## src/rtl/alu_ctrl_seq.sv

```systemverilog
// Registered ALU control decoder for the ID/EX stage with valid/ready handshake and mul hold/stall.
// Optional feature: define ALU_ILLEGAL_TRAP_EN to trap unknown R-type Funct codes on Illegal.
module alu_ctrl_seq #(
   parameter int OP_W       = 6,
   parameter int FUNCT_W    = 6,
   parameter int SEL_W      = 6,
   parameter int MUL_CYCLES = 3
) (
   input  logic               Clk,
   input  logic               Rst_n,
   input  logic               InValid,
   output logic               InReady,
   input  logic [OP_W-1:0]    ALUOp,
   input  logic [FUNCT_W-1:0] Funct,
   input  logic               Flush,
   output logic               OutValid,
   output logic [SEL_W-1:0]   ALUSel,
   output logic               Stall,
   output logic               Illegal
);

   localparam int CNT_W = $clog2(MUL_CYCLES) + 1;
   localparam logic [SEL_W-1:0] SEL_MUL = SEL_W'(3);

   typedef enum logic [1:0] {IDLE, ISSUE, MULW} state_t;

   typedef struct packed {
      logic             ill;
      logic             mul;
      logic [SEL_W-1:0] sel;
   } dec_t;

   function automatic dec_t decode(input logic [OP_W-1:0] op, input logic [FUNCT_W-1:0] fn);
      dec_t d;
      logic [OP_W+SEL_W-1:0] ext;
      d   = '0;
      ext = {{SEL_W{1'b0}}, op};
      if (op != '0) begin
         d.sel = ext[SEL_W-1:0];
      end else begin
         case (fn)
            FUNCT_W'(6'b100000): d.sel = SEL_W'(0);
            FUNCT_W'(6'b100010): d.sel = SEL_W'(2);
            FUNCT_W'(6'b011000): begin
               d.sel = SEL_MUL;
               d.mul = (MUL_CYCLES > 1);
            end
            FUNCT_W'(6'b001000): d.sel = SEL_W'(17);
            FUNCT_W'(6'b100100): d.sel = SEL_W'(19);
            FUNCT_W'(6'b100101): d.sel = SEL_W'(21);
            FUNCT_W'(6'b100111): d.sel = SEL_W'(22);
            FUNCT_W'(6'b100110): d.sel = SEL_W'(23);
            FUNCT_W'(6'b000000): d.sel = SEL_W'(26);
            FUNCT_W'(6'b000010): d.sel = SEL_W'(27);
            FUNCT_W'(6'b101010): d.sel = SEL_W'(28);
            default: begin
               d.sel = '0;
`ifdef ALU_ILLEGAL_TRAP_EN
               d.ill = 1'b1;
`endif
            end
         endcase
      end
      return d;
   endfunction

   state_t            state;
   logic [CNT_W-1:0]  cnt;
   logic [SEL_W-1:0]  sel_p1;
   logic              vld_p1;
   logic              stall_p1;
   logic              illegal_p1;
   logic              mulp_p1;
   dec_t              dec_p0;
   logic              accept;

   assign dec_p0   = decode(ALUOp, Funct);
   assign InReady  = (state == IDLE) | ((state == ISSUE) & ~mulp_p1);
   assign accept   = InValid & InReady;

   assign OutValid = vld_p1;
   assign ALUSel   = sel_p1;
   assign Stall    = stall_p1;
   assign Illegal  = illegal_p1;

   // decode -> registered select (p0 -> p1)
   always_ff @(posedge Clk or negedge Rst_n) begin
      if (!Rst_n) begin
         state      <= IDLE;
         cnt        <= '0;
         sel_p1     <= '0;
         vld_p1     <= 1'b0;
         stall_p1   <= 1'b0;
         illegal_p1 <= 1'b0;
         mulp_p1    <= 1'b0;
      end else if (Flush) begin
         state      <= IDLE;
         cnt        <= '0;
         sel_p1     <= '0;
         vld_p1     <= 1'b0;
         stall_p1   <= 1'b0;
         illegal_p1 <= 1'b0;
         mulp_p1    <= 1'b0;
      end else begin
         illegal_p1 <= 1'b0;
         case (state)
            IDLE, ISSUE: begin
               if ((state == ISSUE) && mulp_p1) begin
                  state    <= MULW;
                  cnt      <= CNT_W'(MUL_CYCLES - 1);
                  stall_p1 <= 1'b1;
               end else if (accept && dec_p0.ill) begin
                  state      <= IDLE;
                  vld_p1     <= 1'b0;
                  sel_p1     <= '0;
                  illegal_p1 <= 1'b1;
                  mulp_p1    <= 1'b0;
               end else if (accept) begin
                  state   <= ISSUE;
                  vld_p1  <= 1'b1;
                  sel_p1  <= dec_p0.sel;
                  mulp_p1 <= dec_p0.mul;
               end else begin
                  state   <= IDLE;
                  vld_p1  <= 1'b0;
                  mulp_p1 <= 1'b0;
               end
            end
            MULW: begin
               if (cnt == CNT_W'(1)) begin
                  state    <= IDLE;
                  cnt      <= '0;
                  vld_p1   <= 1'b0;
                  stall_p1 <= 1'b0;
                  mulp_p1  <= 1'b0;
               end else begin
                  cnt <= cnt - CNT_W'(1);
               end
            end
            default: state <= IDLE;
         endcase
      end
   end

endmodule
```

## config.mk

```make
export PLATFORM = sky130hd
export DESIGN_NAME = alu_ctrl_seq
export DESIGN_NICKNAME = d
export VERILOG_FILES = /design/src/rtl/alu_ctrl_seq.sv
export SDC_FILE = /design/constraint.sdc
export NUM_CORES = 1
export LEC_CHECK = 0
export CORE_MARGIN = 2
export CORE_UTILIZATION = 46
export DETAILED_ROUTE_END_ITERATION = 10
export PLACE_DENSITY = 0.77
export SYNTH_ARGS = -nofsm -noshare
export SYNTH_HDL_FRONTEND = slang
export SYNTH_SLANG_ARGS = --single-unit
```

## constraint.sdc

```tcl
create_clock -name Clk -period 1.6 [get_ports Clk]
set_input_delay 0.16 -clock Clk [delete_from_list [all_inputs] [get_ports Clk]]
set_output_delay 0.16 -clock Clk [all_outputs]
set_load 0.05 [all_outputs]
```

==> impl_metrics.ini, run 1 <==
[status]
outcome = completed

[die]
fp.dieW_um = 48.7
rows = 16
start_util_pct = 47.9
die-area_sq_um = 2380
fp.dieH_um = 48.7
coreArea_sq_um = 1920
io_pins = 26

[clock_network]
clk_path_buf_depth = 2
cts-htree-levels = 1
cts_tree = yes
cts-root-buf = clkbuf_4
cts_buffers = 3
clock_latency_ns = 0.27
cts.sinks = 14
hold_buffers = 0
cts.reportedPaths.clkPinSlew_ns = 0.08

[placement]
dpl_worst_slack_ns = -0.128
port_buffers = 24
placed_area_sq_um = 1280
place_congestion = 0.823
dp_hpwl_mm = 1.81

[setup_path]
path_class = reg2reg
worstSetupStartpointType = flip-flop
crit_chain = a21oi_4 > nand2_1 > or2_1 > inv_1 > a22o_1 > a21o_1
reg2reg_from = state[0]
crit_family = flip-flops
cp.arrival_ns = 1.68
endpoint = ALUSel[0]
cpMaxStageDelayCell = dfrtp_2
reg2reg_slack_ns = 0.13
crit_cells = 6
max_stage_delay_ns = 0.47
endpoint_kind = flip-flop
r2r_end = ALUSel[0]
r2r_cells = 6
crit_start = state[0]
crit_fanout = 8
path_buf_inv = 1
critPathRequiredTime_ns = 1.81

[synthesis]
synthMuxAreaShare_pct = 0
yosysTopAreaCell = dfrtp_1
synth-compound-area-share_pct = 30.8
synth-xor-area-share_pct = 0
synth_nets = 125
synth_warnings = 0
synth_top_family_by_area = compound AO/OA/AOI/OAI gates
yosys.area_share.adder_pct = 2.72
synth_seq_cells = 14
yosysSeqAreaShare_pct = 38.0
synth.area.top_cells = dfrtp_1 (38%), o21ai_0 (6.0%), a21oi_1 (5.4%), nand2_1 (4.5%), nor2_1 (4.1%)
synth-simple-area-share_pct = 21.1
yosysTopAreaCellShare_pct = 38.0
synthCells = 107
avgSynthCellArea_sq_um = 8.61
ys_types = 38
synth_area_sq_um = 921

[sta]
rsz0062_at_grt = no
setup_ws_ns = 0.130
period_needed_ns = 1.47
finalMaxSlewViolations = 0
skew_ns = 0.00163
final_hold_viol_count = 0
post-route-period-util_pct = 91.8
finalSetupViolCount = 0
fmax_mhz = 680

[routing]
drt_iter0_drc = 6
antenna_left = 0
wire_per_inst_um = 12.3
drt-total-wl_mm = 2.17
remaining_drc_errors = 0
drt-vias-per-instance = 5.20
firstDrtPassIters = 4
vias = 916

[global_route]
grt.total_usage_pct = 20.4
antenna_found_initial = 0
grt_pass1_vias = 941
grt_overflow = 0
grt_start_max_net_pins = 15
grt_pass1_wl_mm = 3.93

[power]
ir_drop_mv = 0.311
p_total_w = 0.000854
cellLeakagePower_nw = 0.610
power_density_nw_per_um2 = 644

[finish]
final_area_sq_um = 1330
n_antenna_cell = 0
post-route-util_pct = 68.9
num-nets-final = 168
fillCellCount = 166
drive_above_1_share_pct = 29.5
area_delta_synth_final_pct = 43.9

[run]
maxCapViolCount = 0

[hold_path]
hold_class = in2async
[placed cells by master, fill, tap and decap left out, types with 2 or more instances in the layout]
master	instances
inv_1	6
a22o_1	4
nor2_1	10
nand3_1	2
o21ai_0	11
a21boi_0	2
ha_1	2
a21o_1	3
dfrtp_1	12
o31ai_1	2
nor4_1	2
a31oi_1	3
nand2_1	11
clkdlybuf4s50_1	15
buf_4	27
or2_2	2
a21oi_1	10
clkbuf_4	3
dfrtp_2	2
[registers in the layout (all words and copies together) (netlist names)]
name      count
OutValid      1
ALUSel        6
state         2
Stall         1
mulp_p1       1
cnt           3
[cells in the mapped netlist]
cell type   n
ha_1        2
and3_2      1
nor2_2      1
buf_6       1
o31ai_1     2
or4_4       1
o21ai_0    11
nor2b_1     1
nand2b_4    1
a21boi_0    2
clkbuf_8    1
a21o_1      3
o21bai_1    1
conb_1      1
a21oi_2     1
nand2_1    11
nor2b_2     1
buf_2       1
a21oi_4     1
or2_1       1
nand4_1     1
nand2b_1    1
nor4_1      2
nor3b_1     1
dfrtp_1    14
a22oi_1     1
clkbuf_1    1
nor2_1     10
a221oi_1    1
or2_2       2
a22o_1      4
a2111o_1    1
a31oi_1     3
a21oi_1    10
a211oi_2    1
inv_1       6
buf_4       1
nand3_1     2
[worst reg2reg max path: cells and delay by family, from the launching register on]
kind | cells | cell delay (ns)
AO/OA/AOI/OAI | 3 | 0.45
buffers and inverters | 1 | 0.14
flip-flops | 1 | 0.47
AND/OR/NAND/NOR | 2 | 0.36
[cells by family after synthesis]
logic type | after synthesis
other | 1
AO/OA/AOI/OAI | 42
buffers and inverters | 11
AND/OR/NAND/NOR | 37
adder cells (fa/ha/maj) | 2
flip-flops | 14
[metal layers]
metal,wire [um],global-route usage (%)
met5,0,0
met2,1190,37.2
met1,923,24.6
met4,0,6.19
met3,56,3.09
[stage by stage]
step / setup TNS, ns / std cells / hold slack, ns
CTS: 0 / 175 / 0.201
finish: 0 / 176 / 0.192
detailed placement: -0.420 / 171 / 0.471
global route: 0 / 176 / 0.198
global placement: -0.294 / 171 / 0.467
floorplan: -0.00214 / 107 / -0.136
[timing repair]
item                       in CTS  in global routing
setup endpoints to repair       0                  2
buffers inserted                0                  1
gates resized for setup         0                  1
[worst min path at each step]
stage,end,slack (ns),cells after the start,start
after floorplan,ALUSel[0],-0.14,0,Rst_n
after global placement,OutValid,0.47,2,OutValid
after detailed placement,OutValid,0.47,2,OutValid
after CTS,cnt[1],0.20,2,Rst_n
after global routing,cnt[1],0.20,2,Rst_n
final,cnt[1],0.19,2,Rst_n
[where the power goes]
part           internal, W  switching [W]
sequential        0.000367      0.0000108
combinational     0.000106       0.000124
clock             0.000138       0.000107
[area by class of cell]
| cell class | count | area [sq um] | share of cell area, % |
|---|---|---|---|
| sequential | 14 | 353 | 26.6 |
| timing repair buffer | 43 | 373 | 28.1 |
| inverter | 6 | 22.5 | 1.70 |
| multi-input combinational | 82 | 507 | 38.2 |
| tap | 27 | 33.8 | 2.55 |
| clock buffer | 4 | 36.3 | 2.74 |
Note: power is estimated with default switching activity, not from simulation.
==> run 2, diff against run 1 <==
- CORE_UTILIZATION: 46 -> 50
- PLACE_DENSITY: 0.77 -> 0.83
- SLEW_MARGIN: unset -> 10
- clock period: 1.6 -> 1.8 ns (I/O delays scaled with it)
==> run 2 against run 1 <==
Core utilization is 1.1 points higher. First-iteration DRC count grew to 4.5 times the previous value. Total power is 18% lower. Clock skew rose by 0.0053 ns.
==> impl_metrics.ini, run 2 (synthesis gave the netlist of run 1 again) <==
[die]
fp.dieW_um = 46.9
die-area_sq_um = 2200
rows = 15
fp.dieH_um = 46.9
io_pins = 26
start_util_pct = 53.3
coreArea_sq_um = 1730

[sta]
skew_ns = 0.00694
post-route-period-util_pct = 90.7
rsz0062_at_grt = no
slew_headroom_pct = 57.0
setup_ws_ns = 0.167
fmax_mhz = 612
period_needed_ns = 1.63
worst_pin_slew_ns = 0.643
final_hold_viol_count = 0
finalMaxSlewViolations = 0
timing.hold.ws_ns = 0.296
finalSetupTns_ns = 0
finalSetupViolCount = 0

[clock_network]
cts-htree-levels = 1
post_cts.repair.setup_buffers = 0
cts_buffers = 3
cts_tree = yes
clk_path_buf_depth = 2
cts.sinks = 14
clock_latency_ns = 0.27
hold_buffers = 0
cts_resized = 0
cts.reportedPaths.clkPinSlew_ns = 0.08
cts-root-buf = clkbuf_4

[setup_path]
path_class = reg2out
r2r_end = mulp_p1
cp.arrival_ns = 1.45
max_stage_delay_ns = 0.81
path_buf_inv = 1
reg2reg_slack_ns = 0.29
cpMaxStageDelayCell = clkdlybuf4s50_1
reg2reg_from = state[0]
crit_family = buffers and inverters
crit_fanout = 3
critPathRequiredTime_ns = 1.62
worstSetupStartpointType = flip-flop
r2r_cells = 5
crit_chain = clkdlybuf4s50_1
endpoint_kind = output port

[placement]
port_buffers = 24
placed_area_sq_um = 1190
dpl_worst_slack_ns = 0.0257
place_congestion = 0.885
dp_hpwl_mm = 1.62

[power]
cellLeakagePower_nw = 0.518
power_density_nw_per_um2 = 576
pwr-share-comb_pct = 27.1
clkPwrFrac_pct = 24.7
pwr-share-seq_pct = 48.2
power_switching_w = 0.000211
internal_power_w = 0.000485
netSwitchingFraction_pct = 30.4
ir_drop_mv = 0.347
p_total_w = 0.000697

[routing]
antenna_left = 0
drt_iter0_drc = 27
wire_per_inst_um = 13.0
drt-total-wl_mm = 2.07
vias = 918
drt-vias-per-instance = 5.77
firstDrtPassIters = 4
remaining_drc_errors = 0

[status]
outcome = completed

[hold_path]
hold_class = in2async

[finish]
ff_latch_area_sq_um = 350
final_area_sq_um = 1210
area_delta_synth_final_pct = 31.3
final_cell_mix = clkdlybuf4s50_1 (23), dfrtp_1 (14), o21ai_0 (11), nand2_1 (11)
num-nets-final = 154
n_antenna_cell = 0
largest_reg_flops = 6
multi_input_area_sq_um = 507
fillCellCount = 144
mostFrequentLayoutCell = clkdlybuf4s50_1
drive_above_1_share_pct = 14.2

[global_route]
grt.total_usage_pct = 20.9
grt_overflow = 0
grt_start_max_net_pins = 15
antenna_found_initial = 0
grt_pass1_vias = 814
grt_pass1_wl_mm = 3.32

[run]
maxCapViolCount = 0
[run 2: cell types whose count changed in the layout (fill, tap and decap cells not counted)]
cell,delta
clkdlybuf4s50_1,+8
dfrtp_2,-2
dfrtp_1,+2
buf_4,-21
buf_12,-1
clkbuf_8,-1
[run 2: cell type report]
type	count	share of cell area, %
timing repair buffer	29	22.8
tap	25	2.59
multi-input combinational	82	41.9
inverter	6	1.86
sequential	14	29.0
clock buffer	3	1.86
[run 2: routing by layer]
layer / GRT usage (%) / routed length (um)
met1: 26.8 / 963
met2: 34.2 / 974
met3: 2.31 / 89
met4: 11.7 / 46
met5: 0 / 0
[run 2: through the flow]
stage / instances / util, %
after floorplan: 107 / -
after global placement: 156 / 68.7
after detailed placement: 156 / 68.7
after CTS: 159 / 70.0
after global routing: 159 / 70.0
final: 159 / 70.0
[run 2: worst max-delay path by stage]
stage / from / endpoint / slack (ns) / cells after the start
after floorplan: state[0] / ALUSel[1] / 0.14 / 6
after global placement: Funct[5] / ALUSel[1] / 0.05 / 7
after detailed placement: Funct[1] / ALUSel[1] / 0.03 / 6
after CTS: Stall / Stall / 0.17 / 1
after global routing: Stall / Stall / 0.10 / 1
final: Stall / Stall / 0.17 / 1
[run 2: worst register-to-register path, delay by kind of cell (launching register included)]
| kind | cells | cell delay [ns] |
|---|---|---|
| compound gates | 2 | 0.44 |
| flops | 1 | 0.48 |
| buf+inv | 1 | 0.17 |
| simple gates | 2 | 0.34 |
[run 2: power by group through the flow]
stage / clock (W) / sequential [W] / combinational (W)
after global placement: 0 / 0.000341 / 0.000186
after CTS: 0.000173 / 0.000335 / 0.000189
after detailed placement: 0 / 0.000342 / 0.000188
after floorplan: 0 / 0.000380 / 0.0000666
final: 0.000172 / 0.000335 / 0.000189
after global routing: 0.000191 / 0.000337 / 0.000203
